$ cat src/rtl/calc2_requester.sv
// rtl/calc2_requester.sv - calc2 port initiator: tag allocation, two-cycle issue, in-order completion
module calc2_requester #(
    parameter int DW   = 32,
    parameter int TAGS = 4
) (
    input  logic          c_clk,
    input  logic          reset,
    input  logic          op_valid,
    output logic          op_ready,
    input  logic [3:0]    op_cmd,
    input  logic [DW-1:0] op_a,
    input  logic [DW-1:0] op_b,
    output logic [3:0]    req_cmd_out,
    output logic [DW-1:0] req_data_out,
    output logic [1:0]    req_tag_out,
    input  logic [1:0]    out_resp,
    input  logic [DW-1:0] out_data,
    input  logic [1:0]    out_tag,
    output logic          cpl_valid,
    input  logic          cpl_ready,
    output logic [1:0]    cpl_resp,
    output logic [DW-1:0] cpl_data,
    output logic [1:0]    cpl_tag,
    output logic          err_unexp
);

    typedef enum logic {IDLE, OP2} state_t;

    state_t          state, state_nx;
    logic [TAGS-1:0] free_map, done;
    logic [1:0]      slot_resp [TAGS];
    logic [DW-1:0]   slot_data [TAGS];
    logic [1:0]      fifo [TAGS];
    logic [2:0]      wr_ptr, rd_ptr;
    logic [DW-1:0]   op_b_q;

    logic [1:0]      alloc_tag, head;
    logic            accept, pop, capture, fifo_empty;
    logic [TAGS-1:0] alloc_mask, pop_mask, cap_mask;
    logic [3:0]      cmd_nx;
    logic [DW-1:0]   data_nx;
    logic [1:0]      tag_nx;

    // Descending scan so the lowest free tag wins
    always_comb begin
        alloc_tag = 2'd0;
        for (int i = TAGS - 1; i >= 0; i--) begin
            if (free_map[i]) alloc_tag = 2'(i);
        end
    end

    assign fifo_empty = (wr_ptr == rd_ptr);
    assign head       = fifo[rd_ptr[1:0]];
    assign op_ready   = reset && (state == IDLE) && (|free_map);
    assign accept     = op_valid && op_ready;
    assign cpl_valid  = !fifo_empty && done[head];
    assign pop        = cpl_valid && cpl_ready;
    assign capture    = (out_resp != 2'd0) && !free_map[out_tag] && !done[out_tag];
    assign cpl_resp   = slot_resp[head];
    assign cpl_data   = slot_data[head];
    assign cpl_tag    = head;

    always_comb begin
        alloc_mask = '0;
        pop_mask   = '0;
        cap_mask   = '0;
        if (accept)  alloc_mask[alloc_tag] = 1'b1;
        if (pop)     pop_mask[head]        = 1'b1;
        if (capture) cap_mask[out_tag]     = 1'b1;
    end

    always_comb begin
        state_nx = state;
        cmd_nx   = 4'd0;
        data_nx  = '0;
        tag_nx   = 2'd0;
        case (state)
            IDLE: begin
                if (accept) begin
                    cmd_nx   = op_cmd;
                    data_nx  = op_a;
                    tag_nx   = alloc_tag;
                    state_nx = OP2;
                end
            end
            OP2: begin
                data_nx  = op_b_q;
                state_nx = IDLE;
            end
            default: state_nx = IDLE;
        endcase
    end

    always_ff @(posedge c_clk or negedge reset) begin
        if (!reset) begin
            state        <= IDLE;
            req_cmd_out  <= 4'd0;
            req_data_out <= '0;
            req_tag_out  <= 2'd0;
            op_b_q       <= '0;
        end else begin
            state        <= state_nx;
            req_cmd_out  <= cmd_nx;
            req_data_out <= data_nx;
            req_tag_out  <= tag_nx;
            if (accept) op_b_q <= op_b;
        end
    end

    // A tag freed by a pop is merged in after allocation, so it cannot be reused this cycle
    always_ff @(posedge c_clk or negedge reset) begin
        if (!reset) begin
            free_map  <= '1;
            done      <= '0;
            wr_ptr    <= 3'd0;
            rd_ptr    <= 3'd0;
            err_unexp <= 1'b0;
            for (int i = 0; i < TAGS; i++) begin
                slot_resp[i] <= 2'd0;
                slot_data[i] <= '0;
                fifo[i]      <= 2'd0;
            end
        end else begin
            free_map  <= (free_map & ~alloc_mask) | pop_mask;
            done      <= (done | cap_mask) & ~pop_mask;
            err_unexp <= (out_resp != 2'd0) && !capture;
            if (accept) begin
                fifo[wr_ptr[1:0]] <= alloc_tag;
                wr_ptr            <= wr_ptr + 3'd1;
            end
            if (pop) rd_ptr <= rd_ptr + 3'd1;
            if (capture) begin
                slot_resp[out_tag] <= out_resp;
                slot_data[out_tag] <= out_data;
            end
        end
    end

endmodule

$ cat config.mk
export PLATFORM = sky130hd
export DESIGN_NAME = calc2_requester
export DESIGN_NICKNAME = d
export VERILOG_FILES = /design/src/rtl/calc2_requester.sv
export SDC_FILE = /design/constraint.sdc
export NUM_CORES = 1
export LEC_CHECK = 0
export BUFFER_PORTS_ARGS = -buffer_cell sky130_fd_sc_hd__buf_4
export CORE_ASPECT_RATIO = 1.75
export CORE_MARGIN = 5
export CORE_UTILIZATION = 40
export CTS_BUF_LIST = sky130_fd_sc_hd__clkbuf_2
export DETAILED_ROUTE_END_ITERATION = 8
export PLACE_DENSITY = 0.65
export RECOVER_POWER = 25
export SETUP_SLACK_MARGIN = 0.02
export SLEW_MARGIN = 20
export SYNTH_ARGS = -nofsm -noshare
export SYNTH_HDL_FRONTEND = slang
export SYNTH_SLANG_ARGS = --single-unit
$ cat constraint.sdc
create_clock -name c_clk -period 2.1 [get_ports c_clk]
set_clock_uncertainty 0.15 [all_clocks]
set_input_delay 0.42 -clock c_clk [delete_from_list [all_inputs] [get_ports c_clk]]
set_output_delay 0.42 -clock c_clk [all_outputs]
set_load 0.05 [all_outputs]
; After elaboration in Yosys (flattened, before gate mapping)
; Cells that the tools add are included.
[word_totals]
register_bits = 230
out_inout_bits = 77
wordCells = 112
[classes]
n_addsub = 2
n_lt_le_gt_ge = 12
n_eq_ne = 1
mux = 45
bitwise = 11
n_reduce_logical = 19
[op_table]
columns = operator, n
row1 = bitwise mux 128 bit, 1
row2 = 2-to-1 mux 32 bit, 4
row3 = binary-select mux 32 bit (select 2 bit), 1
row4 = demux 32 bit (select 2 bit), 1
row5 = one-hot mux 32 bit (2 select lines), 1
row6 = 2-to-1 mux 2 bit, 12
row7 = 2-to-1 mux 4 bit, 5
row8 = bitwise mux 8 bit, 2
row9 = logical AND 1 bit, 13
row10 = ">= comparator 3 bit, second input constant", 4
row11 = inverter 2 -> 3 bit, 4
row12 = "less-than comparator 2 x 3 -> 1 bit, second input constant", 3
row13 = AND 4 bit, 2
row14 = binary-select mux 2 bit (select 2 bit), 2
row15 = demux 2 bit (select 2 bit), 2
row16 = inverter 4 bit, 2
row17 = bitwise OR 4 bit, 2
row18 = 2-to-1 mux 1 bit, 7
row19 = "adder 3 x 1 -> 3 bit, second input constant", 2
row20 = binary-select mux 1 bit (select 2 bit), 3
row21 = demux 1 bit (select 2 bit), 3
row22 = ">= comparator 2 x 1 -> 1 bit, second input constant", 3
row23 = "less-than comparator 3 x 1 -> 1 bit, second input constant", 2
row24 = logical NOT 1 bit, 4
row25 = other kinds (5), 5

; Depth between registers and ports, before layout
[logic_depth]
word_depth = 12
depth_mapped = 9
ltp_nobuf = 8

; Least setup slack after synthesis
; OpenSTA, ideal clock, no wires.
[synth_timing]
path_type = reg2reg
startpoint = reg free_map[0]
endpoint = reg op_b_q[10]
setup_time_ns = 0.065
t_arrival_ns = 2.921
setup_slack_ns = -1.036
stages_incl_launch_ff = 10
path_cell_list = dfstp_2 -> buf_2 -> nor4_1 -> nor3b_1 -> nand2_1 -> inv_2 -> buf_2 -> buf_2 -> nand2_1 -> nand2_1
[synth_via]
elab_chain_len = 3
[synth_lines]
columns = item, line
row1 = "start, declared", 30  ; logic [TAGS-1:0] free_map, done;
row2 = "start signal, assigned", 124  ; free_map <= (free_map & ~alloc_mask) | pop_mask;
row3 = OR reduction 4 bit, 54  ; assign op_ready = reset && (state == IDLE) && (|free_map);
row4 = logical AND 1 bit, 54
row5 = net op_ready, 9  ; output logic op_ready,
row6 = logical AND 1 bit, 55  ; assign accept = op_valid && op_ready;
row7 = "end signal, assigned", 106  ; if (accept) op_b_q <= op_b;
row8 = "end, declared", 35  ; logic [DW-1:0] op_b_q;
; The timed path passes the listed nets, and every way through them passes these cells.
; A chain may end at the register's enable or synchronous reset.

; Worst setup path after layout
[layout_timing]
startpoint = reg rd_ptr[0]
endpoint = out cpl_data[18]
[layout_via]
elab_chain_len = 8
[layout_lines]
columns = item, line
row1 = "start, declared", 34  ; logic [2:0] wr_ptr, rd_ptr;
row2 = "start signal, assigned", 131  ; if (pop) rd_ptr <= rd_ptr + 3'd1;
row3 = inverter 2 -> 3 bit (not written as such), 53  ; assign head = fifo[rd_ptr[1:0]];
row4 = binary-select mux 2 bit (select 2 bit), 53
row5 = 2-to-1 mux 2 bit (not written as such) (2 in a row), 53
row6 = inverter 2 -> 3 bit (not written as such), 60  ; assign cpl_data = slot_data[head];
row7 = binary-select mux 32 bit (select 2 bit), 60
row8 = 2-to-1 mux 32 bit (not written as such) (2 in a row), 60
row9 = "end, declared", 22  ; output logic [DW-1:0] cpl_data,
; No other way between the ends. The select of a mux whose other input is x is not followed.

==> summary.txt <==
Yosys
  – Gate Count Post-Synth: 657
  – FFs w/ async S/R, synth: 100%
  – Post-synth top flop: dfrtp_1
  – Synth unique cells: 39
  – Synth warnings: 0
  – Mapped Nets: 770
  – EDFF count, synth: 0
  – Mapped Area: 0.00954 mm^2
  – FF+latch count, synth: 230
  – Mean Syn Cell Area: 14.5 um^2
  – Sequential share of the synthesized area: 60.4%

Layout
  – Area delta synth->final: 44.7%
  – Layout cells sized above 1: 49.7%
  – Final nets: 1132
  – Filler Cells Inserted: 1838
  – Post-Layout Cell Count: 1370

Clocking
  – H-Tree Depth: 2
  – Worst-path clk slew: 0.11 ns
  – CTS tree: built
  – Clock Tree Root: clkbuf_2
  – Number of buffers created by CTS: 54
  – Worst-Skew Late Latency: 0.83 ns
  – CTS sink cnt: 230
  – Maximum clock path buffer count: 3

STA
  – RSZ-0062 raised after global routing: true
  – Slew Viols, Final: 67
  – Final setup fails: 45
  – Worst-Margin Slew: 1.59 ns
  – Crit path time final: 3.28 ns
  – Tcrit/Tclk final: 156%
  – Final Hold Viols: 0
  – Max_slew headroom: -6.19%
  – Max Freq: 305 MHz
  – Final worst slack: -1.18 ns

Run
  – Number of max-cap violations: 1

GRT
  – GRT Overall Usage: 17.5%
  – Largest net degree at the start of global routing: 165
  – Global-route wire length before repair: 38800 um
  – Initial antenna violation count: 2
  – Gr ovfl total: 0
  – Vias in the first global route: 7705

Floorplanning
  – Initial Util: 40.7%
  – Core region area: 0.0234 mm^2
  – Die X: 127 um
  – Chip Height: 214 um
  – Site Rows: 74
  – Die ar.: 0.0272 mm^2
  – Io pins: 185

Routing
  – Via density: 4.95
  – DR iter-0 viols: 250
  – Drt drc: 0
  – Pre-antenna DRT Iters: 4
  – Post-DRT Antenna Nets: 0
  – WL final: 24700 um
  – Vias: 6778
  – Routed wire per std cell: 18.0 um

Critical path
  – Worst Path Arrival: 2.71 ns
  – Critical Path Start Type: flip-flop
  – Kind of critical path: reg2out
  – Worst EP required: 1.53 ns
  – Crit path max fanout: 10
  – Crit. End Element: primary output

Power and ir drop
  – Overall power: 19.8 mW
  – Switching pwr: 7.74 mW
  – Sw Share: 39.0%
  – Comb pwr share: 47.2%
  – Sequential Power Share: 37.5%
  – Pwr Density: 1440 mW/mm^2
  – Pint: 12.1 mW
  – Leakage power: 6.40 nW
  – Max IR drop VDD: 0.000648 V
  – Clock power frac: 15.3%

Worst hold path
  – Worst hold path class: in2reg

Placement
  – Placed cells: 1134
  – GPL Wtd Cong: 0.751
  – IO buf count: 184
  – Post-DP HPWL: 14900 um

Status
  – Outcome: complete, but fails checks
  – Failing checks: capacitance limit, slew limit, setup timing
[worst max-delay path, cell delays in order, from the launching register on]
cell and delay, ns:
dfrtp_1 0.39, mux4_2 0.54, buf_12 0.17, buf_6 0.17, mux4_2 0.45, buf_6 0.17
[power by group through the flow]
stage,Clock [mW],Sequential (mW),Combinational (mW)
after floorplan,0,7.59,5.61
after global placement,0,7.45,7.99
after detailed placement,0,7.48,8.12
after CTS,3.22,7.40,9.10
after global routing,3.41,7.63,9.91
final,3.04,7.43,9.36
[registers in the layout, summed over array words and instances (netlist names), 3 cells and up]
register / flops
done: 4
fifo: 8
free_map: 4
op_b_q: 32
rd_ptr: 3
req_cmd_out: 4
req_data_out: 32
slot_data: 128
slot_resp: 8
wr_ptr: 3
[final cells by class]
cell class / count / area (um^2) / share of cell area (%)
Timing Repair Buffer: 345 / 3380 / 24.4
Antenna cell: 2 / 5.00 / 0.0362
Sequential cell: 230 / 5760 / 41.7
Clock buffer: 81 / 405 / 2.94
Tap cell: 304 / 380 / 2.75
Multi-Input combinational cell: 382 / 3720 / 27.0
Inverter: 6 / 30.0 / 0.217
Clock inverter: 20 / 130 / 0.942
[cell usage in the layout (no fill, tap or decap), types with 3 or more instances in the layout]
cell type,count
xnor2_1,7
a22o_1,32
buf_12,8
dfrtp_1,226
mux4_2,35
dlygate4sd3_1,108
mux2i_4,3
nand2_1,103
mux2_2,138
and3_1,4
nand3_1,3
nor2_1,7
ha_1,5
buf_4,141
clkbuf_16,4
clkinv_1,16
buf_8,3
mux2_4,8
nand2_2,6
inv_1,4
buf_6,77
a21oi_1,3
dfstp_2,4
clkbuf_2,82
[cells by family (layout without fill, tap and decap cells)]
| logic type | Yosys count | count (layout) | share of synthesized area [%] |
|---|---|---|---|
| AOI/OAI and AO/OA | 46 | 46 | 3.87 |
| buffers and inverters | 45 | 452 | 2.32 |
| other | 0 | 2 | 0 |
| muxes | 185 | 185 | 26.0 |
| and+or+nand+nor | 139 | 139 | 6.16 |
| xor gates and xnor gates | 7 | 7 | 0.642 |
| DFF | 230 | 230 | 60.4 |
| adders and majority gates | 5 | 5 | 0.656 |
[layer usage]
layer | wire length (um) | part of all wire [%] | vias up | track usage, %
met5 | 0 | 0 | - | 0
met4 | 585 | 2.4 | 0 | 6.48
met1 | 9110 | 37 | 3411 | 19.5
met3 | 1780 | 7.2 | 40 | 5.48
li1 | - | - | 3097 | -
met2 | 13200 | 54 | 230 | 31.2
[worst paths after layout]
| kind | slack [ns] | endpoint | cells after the start | startpoint |
|---|---|---|---|---|
| worst min-delay path | 0.18 | op_b_q[9] | 4 | op_b[9] |
| worst max register to register | -0.47 | done[1] | 16 | rd_ptr[0] |
| max in group asynchronous | 0.14 | op_b_q[13] | 3 | reset |
| min in group asynchronous | 0.61 | slot_data[44] | 3 | reset |
| worst min register to register | 0.33 | op_b_q[27] | 2 | op_b_q[27] |
| worst max-delay path | -1.18 | cpl_data[18] | 5 | rd_ptr[0] |
[synth_stat cells (2+ instances only)]
cell / number / area, um^2
o21a_1: 2 / 15.0
nand2_1: 108 / 405
buf_6: 2 / 22.5
o21ai_0: 4 / 20.0
mux4_2: 35 / 788
clkbuf_1: 12 / 45.0
nor3_1: 3 / 15.0
buf_4: 3 / 22.5
inv_1: 5 / 18.8
a22o_1: 32 / 280
nand3_1: 3 / 15.0
xnor2_1: 7 / 61.3
ha_1: 5 / 62.6
a21oi_1: 4 / 20.0
and2_1: 2 / 12.5
and3_1: 4 / 25.0
buf_2: 21 / 105
mux2_2: 145 / 1630
mux2i_1: 3 / 30.0
dfstp_2: 4 / 105
nor2_1: 9 / 33.8
dfrtp_1: 226 / 5660
nor3_2: 2 / 20.0
[repair_timing]
item,4_1_cts,5_1_grt
setup endpoints to repair,79,62
hold buffers,108,0
hold endpoints to repair,460,0
gates cloned,0,7
buffers inserted,11,7
gates resized for setup,82,18
pin swaps,2,3
[per-stage QoR]
step | area [um^2] | worst slack (ns) | setup TNS, ns | hold slack, ns | utilization, %
CTS | 13500 | -1.32 | -48.98 | 0.0254 | 57.8
finish | 13800 | -1.18 | -44.51 | 0.177 | 59.0
detailed placement | 11500 | -0.330 | -10.80 | 0.310 | 49.3
global route | 13800 | -1.35 | -61.78 | 0.0767 | 59.0
floorplan | 9740 | -0.287 | -11.21 | -0.0256 | -
global placement | 11500 | -0.309 | -9.99 | 0.305 | 49.3
Note: power is estimated with default switching activity, not from simulation.
